## src/rtl/itcm_arb_pkg.sv

```systemverilog
// Shared types and sizing for the ITCM arbiter: bus widths, owner-tag
// encoding and the default starvation limit.
package itcm_arb_pkg;

  localparam int unsigned ADDR_WIDTH       = 16;
  localparam int unsigned INSTR_WIDTH      = 32;
  localparam int unsigned STARVE_LIMIT_DEF = 4;

  // Who owns the read response arriving on the next cycle.
  typedef enum logic [1:0] {
    OWN_NONE  = 2'd0,
    OWN_INSTR = 2'd1,
    OWN_DATA  = 2'd2
  } owner_e;

endpackage

```

## src/rtl/itcm_arb_if.sv

```systemverilog
// Bundle of requester-side and ITCM-side signals of the ITCM arbiter.
// slave: the arbiter's view; master: the environment's view.
interface itcm_arb_if;
  import itcm_arb_pkg::*;

  logic                   i_req;
  logic                   i_gnt;
  logic [ADDR_WIDTH-1:0]  i_addr;
  logic [INSTR_WIDTH-1:0] i_rdata;
  logic                   i_rvalid;

  logic                   d_req;
  logic                   d_we;
  logic                   d_gnt;
  logic [3:0]             d_be;
  logic [ADDR_WIDTH-1:0]  d_addr;
  logic [31:0]            d_wdata;
  logic [31:0]            d_rdata;
  logic                   d_rvalid;

  logic                   al_active;
  logic                   al_req;
  logic                   al_gnt;
  logic [ADDR_WIDTH-1:0]  al_addr;
  logic [31:0]            al_wdata;

  logic                   itcm_en;
  logic                   itcm_we;
  logic [3:0]             itcm_be;
  logic [ADDR_WIDTH-1:0]  itcm_addr;
  logic [31:0]            itcm_wdata;
  logic [31:0]            itcm_rdata;
  logic                   itcm_auto_load;

  modport slave (
    input  i_req, i_addr,
    input  d_req, d_we, d_be, d_addr, d_wdata,
    input  al_active, al_req, al_addr, al_wdata,
    input  itcm_rdata,
    output i_gnt, i_rdata, i_rvalid,
    output d_gnt, d_rdata, d_rvalid,
    output al_gnt,
    output itcm_en, itcm_we, itcm_be, itcm_addr, itcm_wdata, itcm_auto_load
  );

  modport master (
    output i_req, i_addr,
    output d_req, d_we, d_be, d_addr, d_wdata,
    output al_active, al_req, al_addr, al_wdata,
    output itcm_rdata,
    input  i_gnt, i_rdata, i_rvalid,
    input  d_gnt, d_rdata, d_rvalid,
    input  al_gnt,
    input  itcm_en, itcm_we, itcm_be, itcm_addr, itcm_wdata, itcm_auto_load
  );

endinterface

```

## src/rtl/itcm_arb_prio.sv

```systemverilog
// Grant selection for the ITCM arbiter. Auto-load owns the port while
// active; otherwise data beats instruction. With KRV_ITCM_ARB_STARVE_EN
// defined, a saturating counter of denied fetch cycles promotes the
// instruction port once it reaches STARVE_LIMIT.
module itcm_arb_prio
  import itcm_arb_pkg::*;
#(
  parameter int unsigned STARVE_LIMIT = STARVE_LIMIT_DEF
) (
`ifdef KRV_ITCM_ARB_STARVE_EN
  input  logic cpu_clk,
`endif
  input  logic cpu_rstn,
  input  logic al_active_i,
  input  logic al_req_i,
  input  logic i_req_i,
  input  logic d_req_i,
  output logic i_gnt_o,
  output logic d_gnt_o,
  output logic al_gnt_o
);

  if ((STARVE_LIMIT < 32'd1) || (STARVE_LIMIT > 32'd15)) begin : g_limit_bad
    $error("itcm_arb_prio: STARVE_LIMIT must be within 1..15");
  end

  logic promote_s;

`ifdef KRV_ITCM_ARB_STARVE_EN
  logic [3:0] starve_q;
  logic [3:0] starve_d;

  assign promote_s = (starve_q == 4'(STARVE_LIMIT));

  // Count consecutive denied fetch cycles, saturating at the limit.
  always_comb begin
    starve_d = 4'd0;
    if (i_req_i && !i_gnt_o) begin
      if (promote_s) begin
        starve_d = starve_q;
      end else begin
        starve_d = starve_q + 4'd1;
      end
    end else begin
      starve_d = 4'd0;
    end
  end

  // Starvation counter register.
  always_ff @(posedge cpu_clk or negedge cpu_rstn) begin
    if (!cpu_rstn) begin
      starve_q <= 4'd0;
    end else begin
      starve_q <= starve_d;
    end
  end
`else
  assign promote_s = 1'b0;
`endif

  // One-hot grant; nothing is granted while reset is asserted.
  always_comb begin
    i_gnt_o  = 1'b0;
    d_gnt_o  = 1'b0;
    al_gnt_o = 1'b0;
    if (!cpu_rstn) begin
      al_gnt_o = 1'b0;
    end else if (al_active_i) begin
      al_gnt_o = al_req_i;
    end else if (i_req_i && (promote_s || !d_req_i)) begin
      i_gnt_o = 1'b1;
    end else begin
      d_gnt_o = d_req_i;
    end
  end

endmodule

```

## src/rtl/itcm_arb.sv

```systemverilog
// ITCM arbiter top: grants one of auto-load / data / instruction per cycle,
// drives the ITCM with the winner's request and routes the one-cycle-late
// read data back to the owner. Optional feature macro:
// KRV_ITCM_ARB_STARVE_EN (fetch starvation promotion).
module itcm_arb
  import itcm_arb_pkg::*;
#(
  parameter int unsigned STARVE_LIMIT = STARVE_LIMIT_DEF
) (
  input logic       cpu_clk,
  input logic       cpu_rstn,
  itcm_arb_if.slave bus
);

  owner_e owner_q;
  owner_e owner_d;
  logic   auto_load_q;

  itcm_arb_prio #(.STARVE_LIMIT(STARVE_LIMIT)) u_prio (
`ifdef KRV_ITCM_ARB_STARVE_EN
    .cpu_clk     (cpu_clk),
`endif
    .cpu_rstn    (cpu_rstn),
    .al_active_i (bus.al_active),
    .al_req_i    (bus.al_req),
    .i_req_i     (bus.i_req),
    .d_req_i     (bus.d_req),
    .i_gnt_o     (bus.i_gnt),
    .d_gnt_o     (bus.d_gnt),
    .al_gnt_o    (bus.al_gnt)
  );

  assign bus.itcm_en = bus.i_gnt | bus.d_gnt | bus.al_gnt;

  // Drive the ITCM from the granted requester; idle values otherwise.
  always_comb begin
    bus.itcm_we    = 1'b0;
    bus.itcm_be    = 4'h0;
    bus.itcm_addr  = ADDR_WIDTH'(0);
    bus.itcm_wdata = 32'd0;
    if (bus.al_gnt) begin
      bus.itcm_we    = 1'b1;
      bus.itcm_be    = 4'hF;
      bus.itcm_addr  = bus.al_addr;
      bus.itcm_wdata = bus.al_wdata;
    end else if (bus.d_gnt) begin
      bus.itcm_we    = bus.d_we;
      bus.itcm_be    = bus.d_be;
      bus.itcm_addr  = bus.d_addr;
      bus.itcm_wdata = bus.d_wdata;
    end else if (bus.i_gnt) begin
      bus.itcm_we    = 1'b0;
      bus.itcm_be    = 4'hF;
      bus.itcm_addr  = bus.i_addr;
      bus.itcm_wdata = 32'd0;
    end else begin
      bus.itcm_we    = 1'b0;
    end
  end

  // Tag granted reads with their owner; writes and idle cycles tag NONE.
  always_comb begin
    owner_d = OWN_NONE;
    if (bus.al_gnt) begin
      owner_d = OWN_NONE;
    end else if (bus.d_gnt) begin
      owner_d = bus.d_we ? OWN_NONE : OWN_DATA;
    end else if (bus.i_gnt) begin
      owner_d = OWN_INSTR;
    end else begin
      owner_d = OWN_NONE;
    end
  end

  // Owner tag and delayed auto-load flag.
  always_ff @(posedge cpu_clk or negedge cpu_rstn) begin
    if (!cpu_rstn) begin
      owner_q     <= OWN_NONE;
      auto_load_q <= 1'b0;
    end else begin
      owner_q     <= owner_d;
      auto_load_q <= bus.al_active;
    end
  end

  assign bus.i_rvalid       = (owner_q == OWN_INSTR);
  assign bus.d_rvalid       = (owner_q == OWN_DATA);
  assign bus.i_rdata        = bus.i_rvalid ? bus.itcm_rdata[INSTR_WIDTH-1:0] : INSTR_WIDTH'(0);
  assign bus.d_rdata        = bus.d_rvalid ? bus.itcm_rdata : 32'd0;
  assign bus.itcm_auto_load = auto_load_q;

endmodule

```

## src/flat_wrapper.sv

```systemverilog
// flat-port wrapper written by rule: the top's interface ports become plain ports
module itcm_arb_flat import itcm_arb_pkg::*;
#(
  parameter int unsigned STARVE_LIMIT = STARVE_LIMIT_DEF
)
  (cpu_clk, cpu_rstn, bus_i_req, bus_i_addr, bus_d_req, bus_d_we, bus_d_be, bus_d_addr, bus_d_wdata, bus_al_active, bus_al_req, bus_al_addr, bus_al_wdata, bus_itcm_rdata, bus_i_gnt, bus_i_rdata, bus_i_rvalid, bus_d_gnt, bus_d_rdata, bus_d_rvalid, bus_al_gnt, bus_itcm_en, bus_itcm_we, bus_itcm_be, bus_itcm_addr, bus_itcm_wdata, bus_itcm_auto_load);
  itcm_arb_if bus_i ();
  input logic cpu_clk;
  input logic cpu_rstn;
  input wire logic [$bits(bus_i.i_req)-1:0] bus_i_req;
  input wire logic [$bits(bus_i.i_addr)-1:0] bus_i_addr;
  input wire logic [$bits(bus_i.d_req)-1:0] bus_d_req;
  input wire logic [$bits(bus_i.d_we)-1:0] bus_d_we;
  input wire logic [$bits(bus_i.d_be)-1:0] bus_d_be;
  input wire logic [$bits(bus_i.d_addr)-1:0] bus_d_addr;
  input wire logic [$bits(bus_i.d_wdata)-1:0] bus_d_wdata;
  input wire logic [$bits(bus_i.al_active)-1:0] bus_al_active;
  input wire logic [$bits(bus_i.al_req)-1:0] bus_al_req;
  input wire logic [$bits(bus_i.al_addr)-1:0] bus_al_addr;
  input wire logic [$bits(bus_i.al_wdata)-1:0] bus_al_wdata;
  input wire logic [$bits(bus_i.itcm_rdata)-1:0] bus_itcm_rdata;
  output wire logic [$bits(bus_i.i_gnt)-1:0] bus_i_gnt;
  output wire logic [$bits(bus_i.i_rdata)-1:0] bus_i_rdata;
  output wire logic [$bits(bus_i.i_rvalid)-1:0] bus_i_rvalid;
  output wire logic [$bits(bus_i.d_gnt)-1:0] bus_d_gnt;
  output wire logic [$bits(bus_i.d_rdata)-1:0] bus_d_rdata;
  output wire logic [$bits(bus_i.d_rvalid)-1:0] bus_d_rvalid;
  output wire logic [$bits(bus_i.al_gnt)-1:0] bus_al_gnt;
  output wire logic [$bits(bus_i.itcm_en)-1:0] bus_itcm_en;
  output wire logic [$bits(bus_i.itcm_we)-1:0] bus_itcm_we;
  output wire logic [$bits(bus_i.itcm_be)-1:0] bus_itcm_be;
  output wire logic [$bits(bus_i.itcm_addr)-1:0] bus_itcm_addr;
  output wire logic [$bits(bus_i.itcm_wdata)-1:0] bus_itcm_wdata;
  output wire logic [$bits(bus_i.itcm_auto_load)-1:0] bus_itcm_auto_load;
  assign bus_i.i_req = bus_i_req;
  assign bus_i.i_addr = bus_i_addr;
  assign bus_i.d_req = bus_d_req;
  assign bus_i.d_we = bus_d_we;
  assign bus_i.d_be = bus_d_be;
  assign bus_i.d_addr = bus_d_addr;
  assign bus_i.d_wdata = bus_d_wdata;
  assign bus_i.al_active = bus_al_active;
  assign bus_i.al_req = bus_al_req;
  assign bus_i.al_addr = bus_al_addr;
  assign bus_i.al_wdata = bus_al_wdata;
  assign bus_i.itcm_rdata = bus_itcm_rdata;
  assign bus_i_gnt = bus_i.i_gnt;
  assign bus_i_rdata = bus_i.i_rdata;
  assign bus_i_rvalid = bus_i.i_rvalid;
  assign bus_d_gnt = bus_i.d_gnt;
  assign bus_d_rdata = bus_i.d_rdata;
  assign bus_d_rvalid = bus_i.d_rvalid;
  assign bus_al_gnt = bus_i.al_gnt;
  assign bus_itcm_en = bus_i.itcm_en;
  assign bus_itcm_we = bus_i.itcm_we;
  assign bus_itcm_be = bus_i.itcm_be;
  assign bus_itcm_addr = bus_i.itcm_addr;
  assign bus_itcm_wdata = bus_i.itcm_wdata;
  assign bus_itcm_auto_load = bus_i.itcm_auto_load;
  itcm_arb #(.STARVE_LIMIT(STARVE_LIMIT)) u_core (.cpu_clk(cpu_clk), .cpu_rstn(cpu_rstn), .bus(bus_i));
endmodule
```

## config.mk

```make
export PLATFORM = sky130hd
export DESIGN_NAME = itcm_arb_flat
export DESIGN_NICKNAME = d
export VERILOG_FILES = /design/src/rtl/itcm_arb_pkg.sv /design/src/rtl/itcm_arb_if.sv /design/src/rtl/itcm_arb_prio.sv /design/src/rtl/itcm_arb.sv /design/src/flat_wrapper.sv
export SDC_FILE = /design/constraint.sdc
export NUM_CORES = 1
export LEC_CHECK = 0
export BUFFER_PORTS_ARGS = -buffer_cell sky130_fd_sc_hd__buf_2
export CAP_MARGIN = 20
export CELL_PAD_IN_SITES_DETAIL_PLACEMENT = 0
export CELL_PAD_IN_SITES_GLOBAL_PLACEMENT = 2
export CORE_UTILIZATION = 10
export DETAILED_ROUTE_END_ITERATION = 6
export PLACE_DENSITY = 0.94
export SLEW_MARGIN = 30
export SYNTH_ARGS = -nofsm -noshare
export SYNTH_HDL_FRONTEND = slang
export SYNTH_SLANG_ARGS = --single-unit
```

## constraint.sdc

```tcl
create_clock -name cpu_clk -period 1.3 [get_ports cpu_clk]
set_input_delay 0.065 -clock cpu_clk [delete_from_list [all_inputs] [get_ports cpu_clk]]
set_output_delay 0.065 -clock cpu_clk [all_outputs]
set_load 0.02 [all_outputs]
```

==> flow_summary_export.csv <==
group,metric,value,unit
sta,hold_violations,0,
clock_tree,clock_sinks,3,
global_route,track_usage,10.17,%
sta,setup_viol,47,
clock_tree,cts_max_path_buffers,2,
floorplanning,coreArea,12570,um2
critical_path,end_kind,"output port",
synthesis,synth_top_area_share,31.10,%
sta,fin_ws,-0.03108,ns
detailed_routing,num_vias,2515,
critical_path,criticalPathCategory,"reg -> out",
clock_tree,clk_pin_slew,0.03,ns
sta,fmax,751.3,MHz
synthesis,synthTopCellsByArea,"and2_1 (31%), a22o_1 (22%), a221oi_1 (11%)",
critical_path,crit_required,1.24,ns
floorplanning,die_h,115.5,um
placement,dp_hpwl,6.265,mm
job,drv_cap,0,
detailed_routing,wl,8.212,mm
detailed_routing,drtIter0Drc,53,
critical_path,worstSetupStartpointType,"flip-flop",
detailed_routing,antenna_left,0,
global_route,grt_pass1_vias,2063,
sta,drv_slew,0,
status,violations,"setup timing",
sta,tightestPinTransition,0.2539,ns
global_route,grt_pass1_wl,10.38,mm
final_layout,utilization,27.75,%
pwr,p_int,946.7,uW
floorplanning,die_w,115.5,um
pwr,pwr-share-clk,32.8,%
floorplanning,die-area,13330,um2
pwr,switching_share,36.44,%
placement,portBuffers,278,
synthesis,syn_inst,185,
synthesis,synth-main-ff-cell,"dfrtp_1",
pwr,pwr-share-seq,6.7,%
floorplanning,io_pins,279,
global_route,antenna_found_initial,1,
final_layout,fin_nets,618,
synthesis,synthesis.area,1287,um2
worst_hold_path,min_path_type,"in -> reg",
critical_path,cpLargestDelayFamily,"flip-flops",
pwr,ir_worst_vdd,0.3285,mV
synthesis,synthDistinctLibCells,20,
critical_path,critPathBufInv,2,
clock_tree,htree_levels,1,
sta,rsz0062_at_grt,"true",
detailed_routing,drc,0,
synthesis,seq_area_frac_synth,5.831,%
status,outcome,"finished with violations",
pwr,power_density,427.2,nW/um2
critical_path,cp.arrival,1.27,ns
placement,gp_congestion,0.8076,
clock_tree,cts_inserted_buffers,3,
detailed_routing,first_pass_iters,4,
sta,slew_headroom,83.07,%
sta,whs,0.03560,ns
detailed_routing,wl_per_cell,12.93,um
synthesis,synthArstFlopShare,100.0,%
floorplanning,core.rowCount,41,
detailed_routing,vias_per_cell,3.961,
synthesis,synthesis.nets,340,
placement,placed_area,2910,um2
sta,post-route-min-period,1.331,ns
final_layout,drive_above_1_share,69.26,%
pwr,power_switching,542.8,uW
floorplanning,start_util,10.24,%
sta,fin_crit_sh,102.4,%
final_layout,fin_area,3487,um2
critical_path,cp_max_fo,10,
pwr,pwr-share-comb,60.5,%
final_layout,final_common_cell,"buf_2",
final_layout,area_growth_syn_to_layout,170.8,%
global_route,grt_max_degree,37,
synthesis,synth_edf_count,0,
synthesis,synth_top_cell_by_area,"and2_1",
final_layout,layout_common_cells,"buf_2 (209), and2_1 (55), buf_6 (48)",
critical_path,critPathMaxStageDelay,0.38,ns
clock_tree,cts_tree,"yes",
pwr,leakagePower,0.001999,uW
critical_path,path_cells,"nor2b_4 > buf_4 > and2_1 > buf_2",
synthesis,avgSynthCellArea,6.959,um2
synthesis,yosys_warnings,0,
final_layout,n_fill_cell,1368,
synthesis,ys_ff_latch,3,
sta,setup_tns,-0.4848,ns
pwr,finalPower,1490,uW
critical_path,crit_slowest_cell,"dfrtp_1",
global_route,grt.overflow.total,0,
clock_tree,ctsRootBufferMaster,"clkbuf_16",
metrics by stage:
stage               worst slack, ns  std cells
global route                -0.1316        635
floorplan                   0.01295        185
global placement           -0.01071        627
detailed placement          0.01297        627
CTS                        -0.05117        632
finish                     -0.03108        635
flip-flops by register name, summed over array words and instances (netlist names):
name and count:
u_core.owner_q 2, u_core.bus.itcm_auto_load 1
layout make-up:
type / count / area, um2 / share of cell area [%]
timing repair buffer: 293 / 1939 / 55.62
multi-input combinational: 161 / 1172 / 33.62
tap: 172 / 215.2 / 6.172
clock buffer: 4 / 78.83 / 2.260
sequential: 3 / 75.07 / 2.153
inverter: 1 / 3.754 / 0.1076
antenna: 1 / 2.502 / 0.07176
Yosys cell counts, types with 2 or more instances:
cell / count
a22o_1: 32
clkbuf_1: 7
buf_4: 2
buf_6: 7
nor2b_1: 3
buf_2: 4
a21o_1: 4
nor2_1: 32
a221oi_1: 16
and2_1: 64
dfrtp_1: 3
nand2_1: 3
final timing paths:
kind / startpoint / endpoint / slack [ns] / depth (start not counted)
min in group asynchronous: cpu_rstn / u_core.bus.itcm_auto_load / 0.37 / 3
max in group asynchronous: cpu_rstn / u_core.owner_q[0] / 0.78 / 3
worst min-delay path: bus_d_we / u_core.owner_q[1] / 0.04 / 2
worst max-delay path: u_core.owner_q[1] / bus_d_rdata[11] / -0.03 / 4
layer usage:
layer  track usage, %  share of wire, %  routed length [um]
met5                0                 0                   0
met4            4.156               2.2                 182
met3           0.8368               6.8                 557
met2            19.36                54                4395
met1            11.59                37                3076
timing repair:
| item | in CTS | in global routing |
|---|---|---|
| hold buffers | 1 | 0 |
| endpoints found under the hold margin | 3 | 0 |
| pin swaps | 0 | 5 |
| setup buffers | 0 | 1 |
| gates cloned | 0 | 1 |
| endpoints found under the setup margin | 65 | 73 |
| resized for setup | 87 | 54 |
power groups by stage:
stage | Combinational (uW) | Sequential [uW] | Clock, uW
after global routing | 966 | 99.8 | 515
final | 901 | 99.5 | 489
after detailed placement | 810 | 99.7 | 0
after CTS | 846 | 99.6 | 495
after floorplan | 385 | 101 | 0
after global placement | 803 | 99.3 | 0
logic make-up after synthesis:
| family | synth area share [%] |
|---|---|
| AOI/OAI and AO/OA | 35.86 |
| buffers and inverters | 11.18 |
| and+or+nand+nor | 47.13 |
| DFF | 5.831 |
No activity file was read; power rests on OpenSTA's default activity.
